[src/rtl/frame_mem_pkg.sv]
// Shared types and constants for the frame buffer memory responder.
package frame_mem_pkg;

  typedef enum logic {
    RUN     = 1'b0,
    REFRESH = 1'b1
  } state_t;

  // Active-low request and active-high status levels
  localparam logic ASSERT_L   = 1'b0;
  localparam logic DEASSERT_L = 1'b1;
  localparam logic ASSERT_H   = 1'b1;
  localparam logic DEASSERT_H = 1'b0;

  // Counter width that can hold 0..max(a,b)-1
  function automatic int cnt_width(input int a, input int b);
    int m;
    m = (a > b) ? a : b;
    return (m > 2) ? $clog2(m) : 1;
  endfunction

endpackage

[src/rtl/frame_mem_resp_if.sv]
// Request/response bus between the frame buffer and its memory responder.
interface frame_mem_resp_if #(
  parameter int DATA_WIDTH = 32,
  parameter int ADDR_WIDTH = 3
);
  logic                  wr_en;
  logic [ADDR_WIDTH-1:0] wr_addr;
  logic [DATA_WIDTH-1:0] wr_data;
  logic                  rd_en;
  logic [ADDR_WIDTH-1:0] rd_addr;
  logic                  wr_rdy;
  logic                  rd_rdy;
  logic [DATA_WIDTH-1:0] rd_data;
  logic                  rd_data_valid;

  modport master (
    output wr_en, wr_addr, wr_data, rd_en, rd_addr,
    input  wr_rdy, rd_rdy, rd_data, rd_data_valid
  );

  modport slave (
    input  wr_en, wr_addr, wr_data, rd_en, rd_addr,
    output wr_rdy, rd_rdy, rd_data, rd_data_valid
  );
endinterface

[src/rtl/frame_mem_rd_pipe.sv]
// Fixed-latency delay line carrying read valid + data to the response port.
module frame_mem_rd_pipe #(
  parameter int RD_LATENCY = 3,
  parameter int DATA_WIDTH = 32
) (
  input  logic                  clk,
  input  logic                  reset,
  input  logic                  i_vld,
  input  logic [DATA_WIDTH-1:0] i_data,
  output logic                  o_vld,
  output logic [DATA_WIDTH-1:0] o_data
);

  logic [RD_LATENCY:1]                 r_vld_pipe;
  logic [RD_LATENCY:1][DATA_WIDTH-1:0] r_dat_pipe;

  // Valid shift register; reset drops anything in flight
  always_ff @(posedge clk) begin
    if (reset) begin
      r_vld_pipe <= '0;
    end else begin
      r_vld_pipe[1] <= i_vld;
      for (int i = 2; i <= RD_LATENCY; i++) r_vld_pipe[i] <= r_vld_pipe[i-1];
    end
  end

  // Data shift register; no reset, qualified by the valid bits
  always_ff @(posedge clk) begin
    r_dat_pipe[1] <= i_data;
    for (int i = 2; i <= RD_LATENCY; i++) r_dat_pipe[i] <= r_dat_pipe[i-1];
  end

  // Data is forced to zero when not valid so the port reads 0 out of reset
  assign o_vld  = r_vld_pipe[RD_LATENCY];
  assign o_data = o_vld ? r_dat_pipe[RD_LATENCY] : '0;

endmodule

[src/rtl/frame_mem_resp.sv]
// Single-port memory responder: array, refresh FSM, write/read arbitration.
module frame_mem_resp
  import frame_mem_pkg::*;
#(
  parameter int DATA_WIDTH     = 32,
  parameter int ADDR_WIDTH     = 3,
  parameter int MEM_DEPTH      = 1 << ADDR_WIDTH,
  parameter int RD_LATENCY     = 3,
  parameter int REFRESH_PERIOD = 64,
  parameter int REFRESH_LEN    = 4
) (
  input  logic             clk,
  input  logic             reset,
  frame_mem_resp_if.slave  io_bus
);

  localparam int CW = cnt_width(REFRESH_PERIOD, REFRESH_LEN);
  localparam int IW = (MEM_DEPTH > 1) ? $clog2(MEM_DEPTH) : 1;
  localparam logic [ADDR_WIDTH:0] DEPTH_L = (ADDR_WIDTH+1)'(MEM_DEPTH);

  state_t                r_state;
  logic [CW-1:0]         r_ref_cnt;
  logic                  r_pri;       // 0: write wins contention, 1: read wins
  logic [DATA_WIDTH-1:0] r_mem [MEM_DEPTH];

  logic                  w_wr_req, w_rd_req;
  logic                  w_wr_rdy, w_rd_rdy;
  logic                  w_wr_acc, w_rd_acc;
  logic                  w_wr_in, w_rd_in;
  logic [IW-1:0]         w_wr_idx, w_rd_idx;
  logic [DATA_WIDTH-1:0] w_rd_word;

  assign w_wr_req = (io_bus.wr_en == ASSERT_L);
  assign w_rd_req = (io_bus.rd_en == ASSERT_L);

  // Ready: stalled in refresh, otherwise idle-ready unless both sides contend
  always_comb begin
    w_wr_rdy = DEASSERT_H;
    w_rd_rdy = DEASSERT_H;
    if (r_state == RUN) begin
      if (w_wr_req && w_rd_req) begin
        w_wr_rdy = ~r_pri;
        w_rd_rdy = r_pri;
      end else begin
        w_wr_rdy = ASSERT_H;
        w_rd_rdy = ASSERT_H;
      end
    end
  end

  assign w_wr_acc = w_wr_req & w_wr_rdy;
  assign w_rd_acc = w_rd_req & w_rd_rdy;

  // Out-of-range addresses are acknowledged but never touch the array
  assign w_wr_in  = ({1'b0, io_bus.wr_addr} < DEPTH_L);
  assign w_rd_in  = ({1'b0, io_bus.rd_addr} < DEPTH_L);
  assign w_wr_idx = io_bus.wr_addr[IW-1:0];
  assign w_rd_idx = io_bus.rd_addr[IW-1:0];

  // Refresh FSM and priority token
  always_ff @(posedge clk) begin
    if (reset) begin
      r_state   <= RUN;
      r_ref_cnt <= '0;
      r_pri     <= 1'b0;
    end else begin
      case (r_state)
        RUN: begin
          if (r_ref_cnt == CW'(REFRESH_PERIOD-1)) begin
            r_state   <= REFRESH;
            r_ref_cnt <= '0;
          end else begin
            r_ref_cnt <= r_ref_cnt + CW'(1);
          end
        end
        REFRESH: begin
          if (r_ref_cnt == CW'(REFRESH_LEN-1)) begin
            r_state   <= RUN;
            r_ref_cnt <= '0;
          end else begin
            r_ref_cnt <= r_ref_cnt + CW'(1);
          end
        end
        default: begin
          r_state   <= RUN;
          r_ref_cnt <= '0;
        end
      endcase
      // Alternate winners only when both sides actually contended
      if (w_wr_req && w_rd_req && (w_wr_acc || w_rd_acc)) r_pri <= ~r_pri;
    end
  end

  // Array write; contents survive reset
  always_ff @(posedge clk) begin
    if (w_wr_acc && w_wr_in) r_mem[w_wr_idx] <= io_bus.wr_data;
  end

  // Array is read in the acceptance cycle, then delayed to the fixed latency
  assign w_rd_word = w_rd_in ? r_mem[w_rd_idx] : '0;

  frame_mem_rd_pipe #(
    .RD_LATENCY (RD_LATENCY),
    .DATA_WIDTH (DATA_WIDTH)
  ) u_rd_pipe (
    .clk    (clk),
    .reset  (reset),
    .i_vld  (w_rd_acc),
    .i_data (w_rd_word),
    .o_vld  (io_bus.rd_data_valid),
    .o_data (io_bus.rd_data)
  );

  assign io_bus.wr_rdy = w_wr_rdy;
  assign io_bus.rd_rdy = w_rd_rdy;

endmodule

[src/flat_wrapper.sv]
// flat-port wrapper written by rule: the top's interface ports become plain ports
module frame_mem_resp_flat import frame_mem_pkg::*;
#(
  parameter int DATA_WIDTH     = 32,
  parameter int ADDR_WIDTH     = 3,
  parameter int MEM_DEPTH      = 1 << ADDR_WIDTH,
  parameter int RD_LATENCY     = 3,
  parameter int REFRESH_PERIOD = 64,
  parameter int REFRESH_LEN    = 4
)
  (clk, reset, io_bus_wr_en, io_bus_wr_addr, io_bus_wr_data, io_bus_rd_en, io_bus_rd_addr, io_bus_wr_rdy, io_bus_rd_rdy, io_bus_rd_data, io_bus_rd_data_valid);
  frame_mem_resp_if #(.DATA_WIDTH(DATA_WIDTH), .ADDR_WIDTH(ADDR_WIDTH)) io_bus_i ();
  input  logic clk;
  input  logic reset;
  input wire logic [$bits(io_bus_i.wr_en)-1:0] io_bus_wr_en;
  input wire logic [$bits(io_bus_i.wr_addr)-1:0] io_bus_wr_addr;
  input wire logic [$bits(io_bus_i.wr_data)-1:0] io_bus_wr_data;
  input wire logic [$bits(io_bus_i.rd_en)-1:0] io_bus_rd_en;
  input wire logic [$bits(io_bus_i.rd_addr)-1:0] io_bus_rd_addr;
  output wire logic [$bits(io_bus_i.wr_rdy)-1:0] io_bus_wr_rdy;
  output wire logic [$bits(io_bus_i.rd_rdy)-1:0] io_bus_rd_rdy;
  output wire logic [$bits(io_bus_i.rd_data)-1:0] io_bus_rd_data;
  output wire logic [$bits(io_bus_i.rd_data_valid)-1:0] io_bus_rd_data_valid;
  assign io_bus_i.wr_en = io_bus_wr_en;
  assign io_bus_i.wr_addr = io_bus_wr_addr;
  assign io_bus_i.wr_data = io_bus_wr_data;
  assign io_bus_i.rd_en = io_bus_rd_en;
  assign io_bus_i.rd_addr = io_bus_rd_addr;
  assign io_bus_wr_rdy = io_bus_i.wr_rdy;
  assign io_bus_rd_rdy = io_bus_i.rd_rdy;
  assign io_bus_rd_data = io_bus_i.rd_data;
  assign io_bus_rd_data_valid = io_bus_i.rd_data_valid;
  frame_mem_resp #(.DATA_WIDTH(DATA_WIDTH), .ADDR_WIDTH(ADDR_WIDTH), .MEM_DEPTH(MEM_DEPTH), .RD_LATENCY(RD_LATENCY), .REFRESH_PERIOD(REFRESH_PERIOD), .REFRESH_LEN(REFRESH_LEN)) u_core (.clk(clk), .reset(reset), .io_bus(io_bus_i));
endmodule
[config.mk]
export PLATFORM = sky130hd
export DESIGN_NAME = frame_mem_resp_flat
export DESIGN_NICKNAME = d
export VERILOG_FILES = /design/src/rtl/frame_mem_pkg.sv /design/src/rtl/frame_mem_resp_if.sv /design/src/rtl/frame_mem_rd_pipe.sv /design/src/rtl/frame_mem_resp.sv /design/src/flat_wrapper.sv
export SDC_FILE = /design/constraint.sdc
export NUM_CORES = 1
export LEC_CHECK = 0
export ABC_AREA = 1
export BUFFER_PORTS_ARGS = -buffer_cell sky130_fd_sc_hd__buf_2
export CORE_MARGIN = 10
export CORE_UTILIZATION = 60
export DETAILED_ROUTE_END_ITERATION = 16
export GPL_TIMING_DRIVEN = 0
export PLACE_DENSITY = 0.8
export SLEW_MARGIN = 20
export SYNTH_ARGS = -nofsm -noshare
export SYNTH_HDL_FRONTEND = slang
export SYNTH_SLANG_ARGS = --single-unit
[constraint.sdc]
create_clock -name clk -period 4.68 [get_ports clk]
set_input_delay 0.468 -clock clk [delete_from_list [all_inputs] [get_ports clk]]
set_output_delay 0.468 -clock clk [all_outputs]
set_load 0.03 [all_outputs]
* After elaboration in Yosys (flattened, before gate mapping) *
Memory sizes are Yosys's and may differ from the RTL's. A register that Yosys moved wholly into a read port is not among the register bits.
Cells that the tools add are included.
W data, S select, Z words.

word-level totals
  bits in registers = 75
  memory bits (writable) = 256
  output and inout port bits = 35
  logic and storage cells = 32
  memories kept = 1

operators by class
  add/subtract/negate cells = 1
  eq/ne operators = 2
  mux-type cells = 13
  bitwise operators = 6
  reduce and logical (&&, ||, !) cells = 3

memories
  memory        words  bits a word  rd ports  clocked after memory_dff  wr ports  RTL line              text
  u_core.r_mem  8      32           1         1                         1         frame_mem_resp.sv:24  logic [DATA_WIDTH-1:0] r_mem [MEM_DEPTH];

operators by type and width
  cell                   count
  $mux W32               1
  $mux W6                2
  $pmux W6 S2            1
  $mux W1                8
  $add A6 B1 Y6 const B  1
  $eq A6 B2 Y1 const B   1
  $eq A6 B6 Y1 const B   1
  $not A1 Y1             4
  $and A1 B1 Y1          2
  $logic_and A1 B1 Y1    2
  $pmux W1 S2            1
  $logic_or A1 B1 Y1     1

* Longest topological paths before layout *
Gate-level depths: netlist (run 1).

  depth in word-level cells = 7
  depth in mapped cells = 9
  gate-level depth less buffers = 7

* Modules after synthesis *
Synthesis (run 1) repeated with hierarchy kept, for this count alone.

second synthesis, totals
  cell total of the unflattened synthesis = 1315
  area, all modules = 13681.9 µm²

by module, submodules not included
  module             instances  cells each  area each (µm²)  seq. area each (µm²)
  frame_mem_resp     1          1143        11403.4          7847.5
  frame_mem_rd_pipe  1          172         2278.4           1981.9

* Least setup slack after synthesis (run 1) *
No wires, ideal clock.

  path kind = input-to-reg
  start point = in io_bus_wr_en
  end point = mem u_core.r_mem[0][0] (enable)
  setup time = 0.461 ns
  arrival = 2.946 ns
  path slack = 1.273 ns
  stages on the path = 3
  cell sequence = inv_1 -> o211ai_1 -> nor3_1

between the ends
  longest elaborated chain between the ends = 7

ends and longest elaborated chain
  element                          RTL line              text
  start, declared                  flat_wrapper.sv:15    input wire logic [$bits(io_bus_i.wr_en)-1:0] io_bus_wr_en;
  $not A1 Y1 *                     frame_mem_resp.sv:33  assign w_wr_req = (io_bus.wr_en == ASSERT_L);
  $logic_and A1 B1 Y1              frame_mem_resp.sv:41  if (w_wr_req && w_rd_req) begin
  $mux W1                          frame_mem_resp.sv:41
  $mux W1                          frame_mem_resp.sv:40  if (r_state == RUN) begin
  $and A1 B1 Y1 *                  frame_mem_resp.sv:51  assign w_wr_acc = w_wr_req & w_wr_rdy;
  $mux W1 *                        frame_mem_resp.sv:96  if (w_wr_acc && w_wr_in) r_mem[w_wr_idx] <= io_bus.wr_data;
  $mux W1 (not written as such) *  frame_mem_resp.sv:96
  end, declared                    frame_mem_resp.sv:24

Mark *: on every way between the ends. The rest lies on a longest branch, timed or not.

* Worst setup path after layout (run 1) *
  start point = reg u_core.u_rd_pipe.r_vld_pipe[3] (netlist name)
  end point = out io_bus_rd_data[17]

between the ends
  longest elaborated chain between the ends = 1

ends and longest elaborated chain
  element                 RTL line                 text
  start, declared         frame_mem_rd_pipe.sv:14  logic [RD_LATENCY:1] r_vld_pipe;
  start signal, assigned  frame_mem_rd_pipe.sv:20  r_vld_pipe <= '0;
  $mux W32                frame_mem_rd_pipe.sv:35  assign o_data = o_vld ? r_dat_pipe[RD_LATENCY] : '0;
  end, declared           flat_wrapper.sv:22       output wire logic [$bits(io_bus_i.rd_data)-1:0] io_bus_rd_data;

Every way passes these cells.

==> impl_metrics.env, run 1 <==
export IMPL_outcome="finished, final reports clean"
export IMPL_worstMarginPinSlew_ns=0.9331
export IMPL_synth_seq_cells=363
export IMPL_ys_seq_area_share_pct=71.82
export IMPL_grt_ovfl_total=0
export IMPL_powerDensity_nw_per_um2=430.6
export IMPL_nNetsFinal=1507
export IMPL_hp_class="input pin to flip-flop"
export IMPL_clockBufferDepth=3
export IMPL_final_setup_worst_slack_ns=2.062
export IMPL_dieWidth_um=171.0
export IMPL_dp_hpwl_um=19920
export IMPL_placed_area_um2=14720
export IMPL_r2r_start="u_core.r_state$_SDFF_PP0_"
export IMPL_arrival_ns=2.15
export IMPL_crit_fanout=10
export IMPL_drtIter0Drc=1145
export IMPL_final_cell_mix="526 x nand2_1, 256 x edfxtp_1, 242 x inv_1"
export IMPL_fillers=1489
export IMPL_num_vias=9202
export IMPL_grt_pass1_vias=8796
export IMPL_grtUsageTotal_pct=20.82
export IMPL_drive_gt1_share_pct=13.93
export IMPL_ctsResizeCount=0
export IMPL_setup_worst_path_class="flip-flop to output pin"
export IMPL_grt_max_degree=16
export IMPL_initial_core_util_pct=60.63
export IMPL_cts_tree="done"
export IMPL_die_area_um2=29250
export IMPL_dp_cells=1710
export IMPL_mostFrequentLayoutCell="nand2_1"
export IMPL_synth_area_per_cell_um2=10.38
export IMPL_grt_antenna_before_repair=2
export IMPL_worstSkewPairLatency_ns=0.52
export IMPL_yosys_warnings=0
export IMPL_crit_required_ns=4.21
export IMPL_wl_per_cell_um=17.35
export IMPL_synth_cell_area_um2=13690
export IMPL_gp_congestion=0.7857
export IMPL_slew_headroom_pct=37.52
export IMPL_max_cap_violations=0
export IMPL_fin_util_pct=70.66
export IMPL_power_mw=6.868
export IMPL_rsz0062_at_grt="false"
export IMPL_area_growth_pct=16.54
export IMPL_path_clk_slew_ns=0.06
export IMPL_drt_drc_violations_left=0
export IMPL_leakagePower_nw=7.559
export IMPL_drv_slew=0
export IMPL_io_buffers=75
export IMPL_period_minus_slack_ns=2.618
export IMPL_clock_sinks=363
export IMPL_cts_post_setup_buffers_inserted=0
export IMPL_postRouteAntennaNets=0
export IMPL_skew_ns=0.02032
export IMPL_synthesis_nets=1361
export IMPL_crit_start="u_core.u_rd_pipe.r_vld_pipe[3]$_SDFF_PP0_"
export IMPL_netlist_instances=1318
export IMPL_cp_start_kind="flip-flop"
export IMPL_synth_cell_types=19
export IMPL_ir_drop_mv=0.2704
export IMPL_end_kind="output pin"
export IMPL_fmax_mhz=382.0
export IMPL_hold_viol=0
export IMPL_numCtsBuffers=37
export IMPL_finalCritPeriodShare_pct=55.94
export IMPL_core_area_um2=22570
export IMPL_htreeDepth=2
export IMPL_rows=55
export IMPL_final_area_um2=15950
export IMPL_hp_start="io_bus_rd_en"
export IMPL_ctsHoldBuffers=0
export IMPL_place_ws_ns=2.152
export IMPL_first_pass_iters=5
export IMPL_setup_viol=0
export IMPL_grt_pass1_wl_um=46780
export IMPL_die_y_um=171.0
export IMPL_vias_per_cell=5.173
export IMPL_finalNonFillerCells=1779
export IMPL_drt_wl_total_um=30870
export IMPL_root_buffer="clkbuf_16"
export IMPL_pin_count=77
stage by stage:
step | hold slack [ns] | setup TNS [ns]
2_1_floorplan | 0.3096 | 0
3_3_place_gp | 0.3106 | -202.34
3_5_place_dp | 0.3121 | 0
4_1_cts | 0.1480 | 0
5_1_grt | 0.1593 | 0
6_report | 0.1620 | 0
registers in the layout, summed over array words and instances (netlist names):
name	flops
u_core.r_mem	256
u_core.u_rd_pipe.r_dat_pipe	96
u_core.r_ref_cnt	6
u_core.u_rd_pipe.r_vld_pipe	3
u_core.r_pri	1
u_core.r_state	1
logic make-up after synthesis:
family | count (synthesis) | synth area share, %
adders and majority gates | 1 | 0.09141
and+or+nand+nor | 648 | 18.78
DFF | 363 | 71.82
xor gates and xnor gates | 1 | 0.06401
AOI/OAI and AO/OA | 10 | 0.4205
buffers and inverters | 295 | 8.822
worst max-delay path: stages (launching register included):
cell and delay (ns):
dfxtp_1 0.54, clkbuf_1 0.61, nand2_1 0.15, inv_1 0.12, buf_2 0.20
where the power goes:
| part | leakage (nW) | total, mW | switching [mW] | internal [mW] |
|---|---|---|---|---|
| Combinational | 3.73 | 0.368 | 0.261 | 0.107 |
| Clock | 0.604 | 2.90 | 1.15 | 1.75 |
| Sequential | 3.22 | 3.60 | 0.0322 | 3.57 |
| Total | 7.56 | 6.87 | 1.44 | 5.42 |
worst paths after layout:
| check | end | slack [ns] | cells after the start |
|---|---|---|---|
| setup reg to reg | u_core.r_mem[7][19]$_DFFE_PP_ | 2.29 | 5 |
| setup / recovery | io_bus_rd_data[17] | 2.06 | 4 |
| hold / removal | u_core.u_rd_pipe.r_vld_pipe[1]$_SDFF_PP0_ | 0.16 | 2 |
| hold reg to reg | u_core.u_rd_pipe.r_dat_pipe[36]$_DFF_P_ | 0.32 | 0 |
layer usage:
layer | up-vias | GRT usage, % | routed length (um)
met5 | - | 0 | 10
met4 | 2 | 8.166 | 942
met3 | 87 | 3.687 | 2788
met2 | 465 | 34.93 | 15050
met1 | 4263 | 26.37 | 12080
li1 | 4385 | - | -
synth_stat cells, drive strengths merged:
master	instances	share of area [%]
clkbuf	13	0.36
edfxtp	256	56
nand2	526	14
o211ai	2	0.11
inv	244	6.7
ha	1	0.091
o21ai	2	0.073
nor2	12	0.33
a21oi	5	0.18
o21bai	1	0.055
dfxtp	107	16
buf	38	1.8
nor3	9	0.33
xor2	1	0.064
nand3	101	3.7
area by class of cell:
type / instances / area [um2] / area share [%]
Antenna cell: 1 / 2.502 / 0.01569
Buffer: 51 / 291.5 / 1.828
Clock buffer: 59 / 1152 / 7.225
Clock inverter: 9 / 77.57 / 0.4864
Inverter: 244 / 915.9 / 5.743
Multi-Input combinational cell: 660 / 2689 / 16.86
Sequential cell: 363 / 9829 / 61.63
Tap cell: 285 / 356.6 / 2.236
Timing Repair Buffer: 107 / 634.4 / 3.977
Power figures use the tool's default switching activity.
==> run 2, diff against run 1 <==
==> constraint.sdc (replaced) <==
create_clock -name clk -period 2.45 [get_ports clk]
set_input_delay 0.245 -clock clk [delete_from_list [all_inputs] [get_ports clk]]
set_output_delay 0.245 -clock clk [all_outputs]
set_load 0.03 [all_outputs]
==> run 2 against run 1 <==
Flip-flop and latch count unchanged. Utilization up 0.59 points. Sequential power up 91%. Via count up 1.1%. Combinational power up 95%. Worst setup slack worse by 2.0 ns. Hold slack worse by 0.15 ns. Die area unchanged. Non-clock buffer count up 13. Clock power up 91%. Clock-buffer cell count unchanged. Sequential share of layout area down 0.51 points. Critical endpoint is now u_core.r_mem[7][19]$_DFFE_PP_.
==> impl_metrics.env, run 2 (synthesis results as in run 1) <==
export IMPL_outcome="finished, final reports clean"
export IMPL_final_area_um2=16080
export IMPL_fin_util_pct=71.25
export IMPL_drt_wl_total_um=30840
export IMPL_grt_pass1_vias=8916
export IMPL_reg_top3="u_core.r_mem: 256 flops, u_core.u_rd_pipe.r_dat_pipe: 96 flops, u_core.r_ref_cnt: 6 flops"
export IMPL_cts_tree="done"
export IMPL_vias_per_cell=5.189
export IMPL_fmax_mhz=421.6
export IMPL_grt_antenna_before_repair=2
export IMPL_largest_reg_flops=256
export IMPL_path_clk_slew_ns=0.06
export IMPL_drive_gt1_share_pct=13.88
export IMPL_period_minus_slack_ns=2.372
export IMPL_setup_viol=0
export IMPL_initial_core_util_pct=60.63
export IMPL_hold_viol=0
export IMPL_clock_sinks=363
export IMPL_arrival_ns=2.58
export IMPL_core_area_um2=22570
export IMPL_ir_drop_mv=0.5467
export IMPL_dieWidth_um=171.0
export IMPL_worstSkewPairLatency_ns=0.52
export IMPL_leakagePower_nw=7.618
export IMPL_num_vias=9304
export IMPL_mostFrequentLayoutCell="nand2_1"
export IMPL_regMostFlops="u_core.r_mem"
export IMPL_final_setup_worst_slack_ns=0.07783
export IMPL_setup_worst_path_class="flip-flop to flip-flop"
export IMPL_max_cap_violations=0
export IMPL_wl_per_cell_um=17.20
export IMPL_gp_congestion=0.7857
export IMPL_crit_required_ns=2.66
export IMPL_powerDensity_nw_per_um2=816.4
export IMPL_grt_ovfl_total=0
export IMPL_rows=55
export IMPL_place_ws_ns=0.1038
export IMPL_die_y_um=171.0
export IMPL_root_buffer="clkbuf_16"
export IMPL_dp_hpwl_um=19920
export IMPL_grt_max_degree=16
export IMPL_grt_pass1_wl_um=47130
export IMPL_slew_headroom_pct=37.00
export IMPL_cts_post_setup_buffers_inserted=0
export IMPL_grtUsageTotal_pct=20.94
export IMPL_rsz0062_at_grt="true"
export IMPL_skew_ns=0.02074
export IMPL_drt_drc_violations_left=0
export IMPL_pin_count=77
export IMPL_drv_slew=0
export IMPL_htreeDepth=2
export IMPL_nNetsFinal=1520
export IMPL_worstMarginPinSlew_ns=0.9409
export IMPL_end_kind="flip-flop"
export IMPL_numCtsBuffers=37
export IMPL_finalCritPeriodShare_pct=96.82
export IMPL_hp_class="input pin to flip-flop"
export IMPL_area_growth_pct=17.52
export IMPL_io_buffers=75
export IMPL_first_pass_iters=5
export IMPL_fillers=1472
export IMPL_drtIter0Drc=1168
export IMPL_final_cell_mix="526 x nand2_1, 256 x edfxtp_1, 242 x inv_1"
export IMPL_crit_fanout=8
export IMPL_cp_start_kind="flip-flop"
export IMPL_clockBufferDepth=3
export IMPL_placed_area_um2=14720
export IMPL_postRouteAntennaNets=0
export IMPL_die_area_um2=29250
run 2: report_power, final:
group	internal, mW	switching, mW	leakage, nW	total, mW
logic	0.218	0.502	3.79	0.719
clock network	3.34	2.19	0.604	5.53
registers	6.82	0.0613	3.22	6.88
run 2: per-layer routing:
layer  up-vias  track usage, %  wire length (um)
li1       4414               -                 -
met4         0           8.771               997
met2       523           34.97             14970
met5         -               0                 0
met3        77           3.502              3102
met1      4290           26.58             11770
run 2: cell type report:
class / count / area [um2] / area share (%)
antenna: 2 / 5.005 / 0.03112
buffer: 51 / 292.8 / 1.820
clock buffer: 59 / 1152 / 7.165
clock inverter: 9 / 77.57 / 0.4823
inverter: 244 / 915.9 / 5.695
multi-input combinational: 660 / 2689 / 16.72
sequential: 363 / 9829 / 61.12
tap: 285 / 356.6 / 2.217
timing repair buffer: 120 / 764.5 / 4.753
run 2: stage by stage:
step	std cells	hold slack, ns	TNS, ns	power [mW]
6_report	1793	0.01520	0	13.13
5_1_grt	1793	0.009249	-0.6010	13.57
4_1_cts	1791	0.001182	0	13.19
3_5_place_dp	1710	0.3121	0	7.690
3_3_place_gp	1678	0.3106	-728.06	7.634
2_1_floorplan	1318	0.3096	-222.90	7.389
run 2: final timing paths:
check / start / slack (ns) / cells after the start / endpoint
min reg2reg: u_core.u_rd_pipe.r_dat_pipe[4]$_DFF_P_ / 0.32 / 0 / u_core.u_rd_pipe.r_dat_pipe[36]$_DFF_P_
min: io_bus_wr_data[18] / 0.02 / 1 / u_core.r_mem[6][18]$_DFFE_PP_
max reg2reg: u_core.r_state$_SDFF_PP0_ / 0.08 / 5 / u_core.r_mem[7][19]$_DFFE_PP_
max: u_core.r_state$_SDFF_PP0_ / 0.08 / 5 / u_core.r_mem[7][19]$_DFFE_PP_
run 2: worst max-delay path, stage by stage (launching register included):
cell and delay, ns:
dfxtp_1 0.33, inv_1 0.11, o211ai_1 0.36, nor3_2 0.72, buf_4 0.33, buf_4 0.22
run 2: what timing repair did:
item                       in CTS  in global routing
hold buffers                   13                  0
setup endpoints to repair       0                 15
hold endpoints to repair       58                  0
resized for setup               0                  2
